$ cat src/rtl/gmux_qen_ctrl_pkg.sv
// +------------------------------------------------------------------+
// | gmux_qen_ctrl_pkg : quadrant indices, FSM encoding, settle default |
// | rev 1.0                                                          |
// +------------------------------------------------------------------+
`default_nettype none

package gmux_qen_ctrl_pkg;

  localparam int c_tl = 0;
  localparam int c_tr = 1;
  localparam int c_bl = 2;
  localparam int c_br = 3;

  localparam int c_settle_default = 4;

  typedef enum logic [1:0] {
    ST_IDLE     = 2'd0,
    ST_WAIT_OFF = 2'd1,
    ST_WAIT_ON  = 2'd2
  } state_e;

  // A quadrant cannot be enabled while it sits in its low-power state.
  function automatic logic [3:0] legal_sen(input logic [3:0] sen, input logic [3:0] vlp);
    return sen & ~vlp;
  endfunction

  function automatic logic all_set(input logic [3:0] v);
    return v[c_tl] & v[c_tr] & v[c_bl] & v[c_br];
  endfunction

endpackage

`default_nettype wire

$ cat src/rtl/gmux_qen_ctrl_if.sv
// +------------------------------------------------------------------+
// | gmux_qen_ctrl_if : configuration request handshake               |
// | rev 1.0                                                          |
// +------------------------------------------------------------------+
`default_nettype none

interface gmux_qen_ctrl_if;
  logic       cfg_valid;
  logic       cfg_ready;
  logic       cfg_ssel;
  logic [3:0] cfg_sen;
  logic [3:0] cfg_dynen;
  logic [3:0] cfg_vlp;

  modport master (
    output cfg_valid, cfg_ssel, cfg_sen, cfg_dynen, cfg_vlp,
    input  cfg_ready
  );

  modport slave (
    input  cfg_valid, cfg_ssel, cfg_sen, cfg_dynen, cfg_vlp,
    output cfg_ready
  );
endinterface

`default_nettype wire

$ cat src/rtl/gmux_settle_cnt.sv
// +------------------------------------------------------------------+
// | gmux_settle_cnt : loadable settle down-counter, saturates at 1   |
// | rev 1.0                                                          |
// +------------------------------------------------------------------+
`default_nettype none

module gmux_settle_cnt (
  input  wire logic       clk,
  input  wire logic       resetn,
  input  wire logic       load,
  input  wire logic [7:0] load_val,
  input  wire logic       dec,
  output logic            last
);

  logic [7:0] r_count;

  always_ff @(posedge clk) begin
    if (!resetn) begin
      r_count <= 8'd0;
    end else if (load) begin
      r_count <= load_val;
    end else if (dec && (r_count > 8'd1)) begin
      r_count <= r_count - 8'd1;
    end
  end

  assign last = (r_count == 8'd1);

endmodule

`default_nettype wire

$ cat src/rtl/gmux_qen_ctrl.sv
// +------------------------------------------------------------------+
// | gmux_qen_ctrl : sequences clock-mux quadrant gating changes      |
// | rev 1.0                                                          |
// +------------------------------------------------------------------+
`default_nettype none

module gmux_qen_ctrl
  import gmux_qen_ctrl_pkg::*;
#(
  parameter int SETTLE = c_settle_default
) (
  input  wire logic       clk,
  input  wire logic       resetn,
  gmux_qen_ctrl_if.slave  cfg,
  input  wire logic [3:0] gate,
  output logic            ssel,
  output logic [3:0]      sen,
  output logic [3:0]      den,
  output logic [3:0]      dynen,
  output logic [3:0]      vlp,
  output logic            active,
  output logic            done,
  output logic            err
);

  localparam logic [7:0] c_settle = 8'(SETTLE);

  state_e     r_state;
  state_e     w_next;
  logic       r_ready;
  logic       w_accept;
  logic       w_off_done;
  logic       w_on_done;
  logic       w_last;

  logic       r_lat_ssel;
  logic [3:0] r_lat_sen;
  logic [3:0] r_lat_dynen;
  logic [3:0] r_lat_vlp;

  logic       r_ssel;
  logic [3:0] r_sen;
  logic [3:0] r_den;
  logic [3:0] r_dynen;
  logic [3:0] r_vlp;
  logic       r_done;
  logic       r_err;

  gmux_settle_cnt u_settle_cnt (
    .clk      (clk),
    .resetn   (resetn),
    .load     (w_accept | w_off_done),
    .load_val (c_settle),
    .dec      (r_state != ST_IDLE),
    .last     (w_last)
  );

  always_ff @(posedge clk) begin
    if (!resetn) begin
      r_state <= ST_IDLE;
      r_ready <= 1'b0;
    end else begin
      r_state <= w_next;
      r_ready <= (w_next == ST_IDLE);
    end
  end

  always_comb begin
    w_next     = r_state;
    w_accept   = 1'b0;
    w_off_done = 1'b0;
    w_on_done  = 1'b0;
    case (r_state)
      ST_IDLE: begin
        if (cfg.cfg_valid && r_ready) begin
          w_accept = 1'b1;
          w_next   = ST_WAIT_OFF;
        end
      end
      ST_WAIT_OFF: begin
        if (w_last) begin
          w_off_done = 1'b1;
          w_next     = ST_WAIT_ON;
        end
      end
      ST_WAIT_ON: begin
        if (w_last) begin
          w_on_done = 1'b1;
          w_next    = ST_IDLE;
        end
      end
      default: w_next = ST_IDLE;
    endcase
  end

  // Gating sequence: drop anything that changes, switch modes, then re-enable.
  always_ff @(posedge clk) begin
    if (!resetn) begin
      r_lat_ssel  <= 1'b0;
      r_lat_sen   <= 4'd0;
      r_lat_dynen <= 4'd0;
      r_lat_vlp   <= 4'd0;
      r_ssel      <= 1'b0;
      r_sen       <= 4'd0;
      r_dynen     <= 4'd0;
      r_vlp       <= 4'hF;
      r_done      <= 1'b0;
      r_err       <= 1'b0;
    end else begin
      r_done <= w_on_done;
      if (w_accept) begin
        r_lat_ssel  <= cfg.cfg_ssel;
        r_lat_sen   <= cfg.cfg_sen;
        r_lat_dynen <= cfg.cfg_dynen;
        r_lat_vlp   <= cfg.cfg_vlp;
        r_sen       <= r_sen & cfg.cfg_sen & ~(r_vlp ^ cfg.cfg_vlp) & ~(r_dynen ^ cfg.cfg_dynen);
        r_err       <= r_err | (|(cfg.cfg_sen & cfg.cfg_vlp));
      end
      if (w_off_done) begin
        r_ssel  <= r_lat_ssel;
        r_vlp   <= r_lat_vlp;
        r_dynen <= r_lat_dynen;
      end
      if (w_on_done) begin
        r_sen <= legal_sen(r_lat_sen, r_lat_vlp);
      end
    end
  end

  always_ff @(posedge clk) begin
    if (!resetn) begin
      r_den <= 4'd0;
    end else begin
      r_den <= r_dynen & r_sen & gate;
    end
  end

  assign cfg.cfg_ready = r_ready;
  assign ssel          = r_ssel;
  assign sen           = r_sen;
  assign den           = r_den;
  assign dynen         = r_dynen;
  assign vlp           = r_vlp;
  assign done          = r_done;
  assign err           = r_err;
  assign active        = r_ssel & all_set(r_sen) & ~(|r_den) & ~(|r_vlp);

endmodule

`default_nettype wire

$ cat src/flat_wrapper.sv
// flat-port wrapper written by rule: the top's interface ports become plain ports
module gmux_qen_ctrl_flat import gmux_qen_ctrl_pkg::*;
#(
  parameter int SETTLE = c_settle_default
)
  (clk, resetn, gate, ssel, sen, den, dynen, vlp, active, done, err, cfg_cfg_valid, cfg_cfg_ssel, cfg_cfg_sen, cfg_cfg_dynen, cfg_cfg_vlp, cfg_cfg_ready);
  gmux_qen_ctrl_if cfg_i ();
  input  wire logic clk;
  input  wire logic resetn;
  input  wire logic [3:0] gate;
  output logic ssel;
  output logic [3:0] sen;
  output logic [3:0] den;
  output logic [3:0] dynen;
  output logic [3:0] vlp;
  output logic active;
  output logic done;
  output logic err;
  input wire logic [$bits(cfg_i.cfg_valid)-1:0] cfg_cfg_valid;
  input wire logic [$bits(cfg_i.cfg_ssel)-1:0] cfg_cfg_ssel;
  input wire logic [$bits(cfg_i.cfg_sen)-1:0] cfg_cfg_sen;
  input wire logic [$bits(cfg_i.cfg_dynen)-1:0] cfg_cfg_dynen;
  input wire logic [$bits(cfg_i.cfg_vlp)-1:0] cfg_cfg_vlp;
  output wire logic [$bits(cfg_i.cfg_ready)-1:0] cfg_cfg_ready;
  assign cfg_i.cfg_valid = cfg_cfg_valid;
  assign cfg_i.cfg_ssel = cfg_cfg_ssel;
  assign cfg_i.cfg_sen = cfg_cfg_sen;
  assign cfg_i.cfg_dynen = cfg_cfg_dynen;
  assign cfg_i.cfg_vlp = cfg_cfg_vlp;
  assign cfg_cfg_ready = cfg_i.cfg_ready;
  gmux_qen_ctrl #(.SETTLE(SETTLE)) u_core (.clk(clk), .resetn(resetn), .cfg(cfg_i), .gate(gate), .ssel(ssel), .sen(sen), .den(den), .dynen(dynen), .vlp(vlp), .active(active), .done(done), .err(err));
endmodule
$ cat config.mk
export PLATFORM = sky130hd
export DESIGN_NAME = gmux_qen_ctrl_flat
export DESIGN_NICKNAME = d
export VERILOG_FILES = /design/src/rtl/gmux_qen_ctrl_pkg.sv /design/src/rtl/gmux_qen_ctrl_if.sv /design/src/rtl/gmux_settle_cnt.sv /design/src/rtl/gmux_qen_ctrl.sv /design/src/flat_wrapper.sv
export SDC_FILE = /design/constraint.sdc
export NUM_CORES = 1
export LEC_CHECK = 0
export CAP_MARGIN = 20
export CORE_AREA = 2 2 86 47
export DETAILED_ROUTE_END_ITERATION = 7
export DIE_AREA = 0 0 88 49
export GPL_ROUTABILITY_DRIVEN = 0
export GPL_TIMING_DRIVEN = 0
export PLACE_DENSITY = 0.81
export SKIP_CTS_REPAIR_TIMING = 1
export SYNTH_ARGS = -nofsm -noshare
export SYNTH_HDL_FRONTEND = slang
export SYNTH_SLANG_ARGS = --single-unit
export TNS_END_PERCENT = 100
$ cat constraint.sdc
create_clock -name clk -period 3.8 [get_ports clk]
set_input_delay 0.57 -clock clk [delete_from_list [all_inputs] [get_ports clk]]
set_output_delay 0.57 -clock clk [all_outputs]
set_load 0.01 [all_outputs]
Word-level counts from Yosys, hierarchy flattened --
Index checks and enable logic that the tools add are counted.
Word-level totals: flip-flop bits (word level) 43, input bits 20, output and inout port bits 21, word-level logic and storage cells 67
Operators by class: add/sub/neg operators 1, $lt $le $gt $ge 1, equality and inequality tests 3, muxes and demuxes 13, bitwise operators 23, reduce and logical (&&, ||, !) cells 11
Operators by type and width (count):
- $and A4 B4 Y4 | 7
- $not A4 Y4 | 3
- $reduce_or A4 Y1 | 3
- $eq A8 B1 Y1 const B | 1
- $gt A8 B1 Y1 const B | 1
- $mux W4 | 2
- $sub A8 B1 Y8 const B | 1
- $xor A4 B4 Y4 | 2
- $and A1 B1 Y1 | 6
- $mux W2 | 3
- $mux W3 | 2
- $pmux W2 S3 | 1
- $reduce_bool A2 Y1 | 3
- $mux W1 | 5
- $logic_not A2 Y1 | 2
- $not A1 Y1 | 3
- $eq A2 B1 Y1 const B | 1
- $eq A2 B2 Y1 const B | 1
- $logic_and A1 B1 Y1 | 2
- $or A1 B1 Y1 | 2
- $reduce_or A2 Y1 | 1

Logic depth before layout (Yosys ltp) --
Gate-level depths: netlist (run 1).
depth after elaboration 6, mapped depth 6, mapped depth without buffers 6

Hierarchy --
From an unflattened synthesis (run 1), not the netlist that was laid out.
Unflattened totals: cell total of the unflattened synthesis 236, area total of the unflattened synthesis 2003.2 sq um
By module, submodules not included:
- gmux_qen_ctrl | instances 1, cells each 168, area an instance 1451.4 sq um, seq. area each 700.7 sq um
- gmux_settle_cnt | instances 1, cells each 68, area an instance 551.8 sq um, seq. area each 160.2 sq um

Worst setup path before layout (run 1) --
No wires, ideal clock.
path type reg-to-output, from reg u_core.r_vlp[0], in the netlist u_core.vlp[0], to out active, arrival 1407 ps, data required time 3230 ps, setup slack 1823 ps, cell stages (with the launch flop) 4, buffers on the path 0, cells stage by stage dfxtp_1 > or4_1 > nor4_1 > nor4bb_1
Between the ends: cells in the longest elaborated chain, start to end 3
Ends and longest elaborated chain:
- from (decl) | RTL line gmux_qen_ctrl.sv:45 | logic [3:0] r_vlp;
- from (signal assigned) | RTL line gmux_qen_ctrl.sv:121 | r_vlp <= r_lat_vlp;
- $reduce_or A4 Y1 | RTL line gmux_qen_ctrl.sv:146 | assign active = r_ssel & all_set(r_sen) & ~(|r_den) & ~(|r_vlp);
- $not A1 Y1 | RTL line gmux_qen_ctrl.sv:146
- $and A1 B1 Y1 | RTL line gmux_qen_ctrl.sv:146
- to (decl) | RTL line flat_wrapper.sv:16 | output logic active;
Every way passes these cells.

Worst setup path after layout (run 1) --
Same ends and word-level chain as after synthesis.

==> results of run 1 <==
## path summary, 6_finish.rpt
| kind | from | endpoint | slack (ns) | cells after the start |
|---|---|---|---|---|
| max | u_core.vlp[0]$_SDFFE_PN1P_ | active | 0.99 | 4 |
| min | u_core.r_lat_dynen[2]$_SDFFE_PN0P_ | u_core.r_lat_dynen[2]$_SDFFE_PN0P_ | 0.46 | 2 |
| max reg2reg | u_core.u_settle_cnt.r_count[1]$_SDFFE_PP0P_ | u_core.u_settle_cnt.r_count[3]$_SDFFE_PP0P_ | 1.96 | 6 |
| min reg2reg | u_core.r_lat_dynen[2]$_SDFFE_PN0P_ | u_core.r_lat_dynen[2]$_SDFFE_PN0P_ | 0.46 | 2 |
## sequential cells by signal, summed over array words and instances, names as in the netlist
name / count
u_core.r_lat_vlp: 4
u_core.err: 1
u_core.den: 4
u_core.r_lat_dynen: 4
u_core.ssel: 1
u_core.sen: 4
u_core.r_lat_ssel: 1
u_core.vlp: 4
u_core.cfg.cfg_ready: 1
u_core.r_lat_sen: 4
u_core.u_settle_cnt.r_count: 8
u_core.dynen: 4
u_core.done: 1
u_core.r_state: 2
## power groups by stage
stage | Sequential [uW] | Combinational [uW] | Clock, uW
after floorplan | 484 | 61.7 | 0
after global placement | 484 | 108 | 0
after detailed placement | 485 | 109 | 0
after CTS | 475 | 111 | 376
after global routing | 477 | 123 | 393
final | 475 | 112 | 377
## cell families after synthesis
logic type,synth area share [%]
flip-flops,47.3
AO/OA/AOI/OAI,13.5
adder cells (fa/ha/maj),1.37
AND/OR/NAND/NOR,28.8
multiplexers,1.10
XOR/XNOR,4.33
buffers and inverters,3.64
## area by class of cell
class                      instances  area share [%]
multi-input combinational        154            37.2
sequential                        43            35.8
timing repair buffer              40            16.6
clock buffer                       6            3.43
tap                               54            2.81
buffer                             9            1.51
clock inverter                     2            1.46
inverter                           8            1.25
## cell usage in the layout (no fill, tap or decap), types with 3 or more instances in the layout
master,count
and4_1,4
nand2_1,39
xnor2_1,9
inv_1,8
nor4_1,3
a21oi_1,24
dfxtp_1,43
clkbuf_8,6
o21ai_0,8
clkbuf_1,7
nor2_1,9
and3_1,7
clkdlybuf4s50_1,40
o32ai_1,4
nand3_1,16
## routing by layer
layer | routed length (um) | vias to the layer above | GRT usage [%] | share of wire [%]
met5 | 0 | - | 0 | 0
met4 | 84 | 0 | 10.3 | 1.7
met3 | 441 | 8 | 7.45 | 8.9
met2 | 1940 | 78 | 32.3 | 39
met1 | 2470 | 797 | 37.9 | 50
li1 | - | 850 | - | -
## per-stage QoR
step	power, uW	cells	setup WS [ns]
CTS	961	316	0.991
global route	993	316	0.818
floorplan	545	214	1.82
finish	964	316	0.994
global placement	593	308	1.33
detailed placement	594	308	1.33
## worst max-delay path: cells and delay by family (launching register included)
family	cells	cell delay, ns
AND/OR/NAND/NOR	3	0.98
flip-flops	1	0.37
buffers and inverters	1	0.58
==> qor.txt, run 1 <==
Worst slew margin -> 55.7%
clock sink total -> 43
CTS max path bufs -> 2
achievable frequency -> 356 MHz
port bufs -> 40
Starting Density -> 50.3%
DP HPWL -> 3550 um
GRT overflow -> 0
full die area -> 4310 sq um
Internal -> 728 uW
Fin. Hold Viols -> 0
FF/Latch Area -> 861 sq um
vias in the first global route -> 1563
Required @ worst endpoint -> 3.23 ns
Post-Syn Instances -> 214
Hold WS -> 0.461 ns
Skew-Pair Late Insertion Delay -> 0.31 ns
largest net degree at the start of global routing -> 14
first-pass GRT wire length -> 7820 um
H-tree levels -> 2
pwr dens -> 401 nW/um^2
worst min path class -> reg2reg
final instance area -> 2410 sq um
setup violators final -> 0
final WL -> 4930 um
ordered cell list for the critical path -> or4_1, nor4_1, nor4bb_1, clkdlybuf4s50_1
Gate power share -> 11.6%
clk root buf -> clkbuf_8
register share of total power -> 49.3%
Final min period -> 2.81 ns
I/O pin count -> 41
Vias -> 1733
# diodes -> 0
multi-input logic area -> 895 sq um
Yosys top cell by area -> dfxtp_1
crit start category -> flip-flop
Syn Std Cell Area -> 1820 sq um
RSZ-0062 raised after global routing -> no
fillers -> 307
most frequent cell after synthesis -> dfxtp_1
vias per std cell -> 5.48
leakage -> 0.000866 uW
post-synth cell types -> 36
Slew Limit Fails -> 0
Area Overhead vs Synth -> 32.1%
ys flop type -> dfxtp_1
mean post-synth cell area -> 8.51 sq um
Clock Skew -> 0.00521 ns
Post-synth top cells -> dfxtp_1, nand2_1, a21oi_1
Worst-path clk slew -> 0.08 ns
Setup TNS -> 0 ns
CP max FO -> 4
WL/cell -> 15.6 um
syn_nets -> 236
number of synthesized flops with an enable pin -> 0
share of the synthesized area in the top cell type -> 47.3%
Psw -> 237 uW
Yosys reg bits -> 43
CP Capture Type -> primary output
switching portion of total power -> 24.5%
chip width -> 88 um
Die Y-Extent -> 49 um
row count -> 16
synth top area cells -> dfxtp_1, nand2_1, a21oi_1
Cell Area, Placed -> 2290 sq um
yosys warns -> 0
Clock Power Share -> 39.1%
outcome -> complete, no violations
first-pass detailed-route iteration total -> 5
fraction of registers with async set/reset -> 0%
nets -> 283
Max VDD drop -> 0.000239 V
Tcrit/Tclk final -> 73.8%
initial antenna violation count -> 0
share of cells above drive strength 1 -> 6.49%
worst-path cell with the longest stage delay -> or4_1
DRC viols -> 0
Post-DRT Antenna Nets -> 0
critical path class -> reg2out
Slew @ Worst Pin -> 0.657 ns
crit path DAT -> 2.24 ns
Final Core Density -> 66.4%
1st-iter DRT viols -> 208
CTS tree -> done
sequential area share after synthesis -> 47.3%
MaxCap Viol Count -> 0
CORE AREA -> 3620 sq um
Max stage delay on crit path -> 0.60 ns
cts bufs inserted -> 5
Total Routing Usage GR -> 24.9%
Power figures use the tool's default switching activity.
==> run 2: changes to the inputs <==
CORE_AREA = 2 2 90 49   (was 2 2 86 47)
DIE_AREA = 0 0 92 51   (was 0 0 88 49)
PLACE_DENSITY = 0.74   (was 0.81)
clock period = 2.9 ns   (was 3.8 ns; I/O delays follow)
==> qor.txt, run 2 (synthesis gave the netlist of run 1 again) <==
port bufs -> 40
first-pass detailed-route iteration total -> 4
MaxCap Viol Count -> 0
vias in the first global route -> 1549
row count -> 17
critical path class -> reg2out
commonest non-fill, non-tap cell in the layout -> dfxtp_1
Vias -> 1697
Slew Limit Fails -> 0
Fin. Hold Viols -> 0
1st-iter DRT viols -> 122
ordered cell list for the critical path -> or4_1, nor4_2, nor4bb_1, clkdlybuf4s50_1
achievable frequency -> 368 MHz
Final min period -> 2.72 ns
Required @ worst endpoint -> 2.47 ns
DRC viols -> 0
Max stage delay on crit path -> 0.58 ns
chip width -> 92 um
Area Overhead vs Synth -> 32.7%
Total Routing Usage GR -> 21.8%
Die Y-Extent -> 51 um
fillers -> 362
worst min path class -> reg2reg
crit path DAT -> 2.28 ns
Crit path buffers/inverters -> 1
CP delay by family, top -> simple AND/OR/NAND/NOR gates
RSZ-0062 raised after global routing -> no
outcome -> complete, no violations
largest net degree at the start of global routing -> 14
CP max FO -> 4
nets -> 283
Post-DRT Antenna Nets -> 0
Tcrit/Tclk final -> 93.7%
Worst-path clk slew -> 0.09 ns
clock sink total -> 43
full die area -> 4690 sq um
worst-path cell with the longest stage delay -> clkdlybuf4s50_1
Setup TNS -> 0 ns
# diodes -> 0
Starting Density -> 45.1%
WL/cell -> 15.0 um
I/O pin count -> 41
Skew-Pair Late Insertion Delay -> 0.30 ns
share of cells above drive strength 1 -> 6.87%
Max VDD drop -> 0.000276 V
pwr dens -> 517 nW/um^2
first-pass GRT wire length -> 7850 um
final WL -> 4790 um
initial antenna violation count -> 0
max FFs per register -> 8
vias per std cell -> 5.32
CORE AREA -> 4040 sq um
H-tree levels -> 2
cts bufs inserted -> 5
GRT overflow -> 0
CTS max path bufs -> 2
clk root buf -> clkbuf_8
setup violators final -> 0
crit start category -> flip-flop
leakage -> 0.000867 uW
Slew @ Worst Pin -> 0.671 ns
DP HPWL -> 3560 um
Worst slew margin -> 54.8%
Top reg by flops -> u_core.u_settle_cnt.r_count
Clock Skew -> 0.0113 ns
most frequent cells in the layout -> dfxtp_1, clkdlybuf4s50_1, nand2_1
CTS tree -> done
CP Capture Type -> primary output
Hold WS -> 0.462 ns
run 2: cell count changes in the layout (fill, tap and decap cells not counted):
| cell | delta |
|---|---|
| nor4_1 | -1 |
| nor4_2 | +1 |
run 2: where the power goes:
group	total (uW)	switching [uW]	internal, uW
clock	482	203	279
combinational	145	78.4	67.0
sequential	623	14.9	608
total	1250	296	954
run 2: layer usage:
metal / global-route usage [%] / part of all wire, % / vias to the layer above / wire [um]
li1: - / - / 847 / -
met1: 35.1 / 55 / 776 / 2630
met2: 28.7 / 36 / 67 / 1730
met3: 4.87 / 8.1 / 7 / 386
met4: 5.47 / 0.88 / 0 / 42
met5: 0 / 0 / - / 0
run 2: layout make-up:
cell class,instances,area (sq um),area share (%)
flip-flops and latches,43,861,35.6
clock inverters,2,35.0,1.45
repair buffers,40,400,16.6
plain buffers,9,36.3,1.50
multi-input cells,154,901,37.3
well taps,57,71.3,2.95
inverters,8,30.0,1.24
clock buffers,6,82.6,3.42
run 2: path summary, 6_finish.rpt:
| path | depth (start not counted) | to | startpoint | slack [ns] |
|---|---|---|---|---|
| setup / recovery | 4 | active | u_core.vlp[0]$_SDFFE_PN1P_ | 0.18 |
| hold / removal | 2 | u_core.r_lat_dynen[1]$_SDFFE_PN0P_ | u_core.r_lat_dynen[1]$_SDFFE_PN0P_ | 0.46 |
| setup reg to reg | 6 | u_core.u_settle_cnt.r_count[3]$_SDFFE_PP0P_ | u_core.u_settle_cnt.r_count[1]$_SDFFE_PP0P_ | 1.02 |
| hold reg to reg | 2 | u_core.r_lat_dynen[1]$_SDFFE_PN0P_ | u_core.r_lat_dynen[1]$_SDFFE_PN0P_ | 0.46 |
run 2: worst reg2reg max path, cell delays in order (launching register included):
cell	delay [ns]
dfxtp_1	0.42
inv_1	0.09
ha_1	0.22
or2_2	0.35
and3_1	0.20
or4_1	0.40
a21oi_1	0.15
run 2: through the flow:
| step | power (uW) | cell area [sq um] | setup WS [ns] | cells | utilization, % |
|---|---|---|---|---|---|
| 2_1_floorplan | 715 | 1820 | 1.06 | 214 | - |
| 3_3_place_gp | 779 | 2290 | 0.438 | 311 | 56.7 |
| 3_5_place_dp | 779 | 2290 | 0.448 | 311 | 56.7 |
| 4_1_cts | 1250 | 2410 | 0.123 | 319 | 59.7 |
| 5_1_grt | 1290 | 2420 | 0.0939 | 319 | 59.8 |
| 6_report | 1250 | 2420 | 0.182 | 319 | 59.8 |
==> run 3: changes to the inputs <==
ABC_CLOCK_PERIOD_IN_PS = 2900   (was default)
==> results of run 3 <==
Final layout, timing and power as in run 2 (identical DEF).
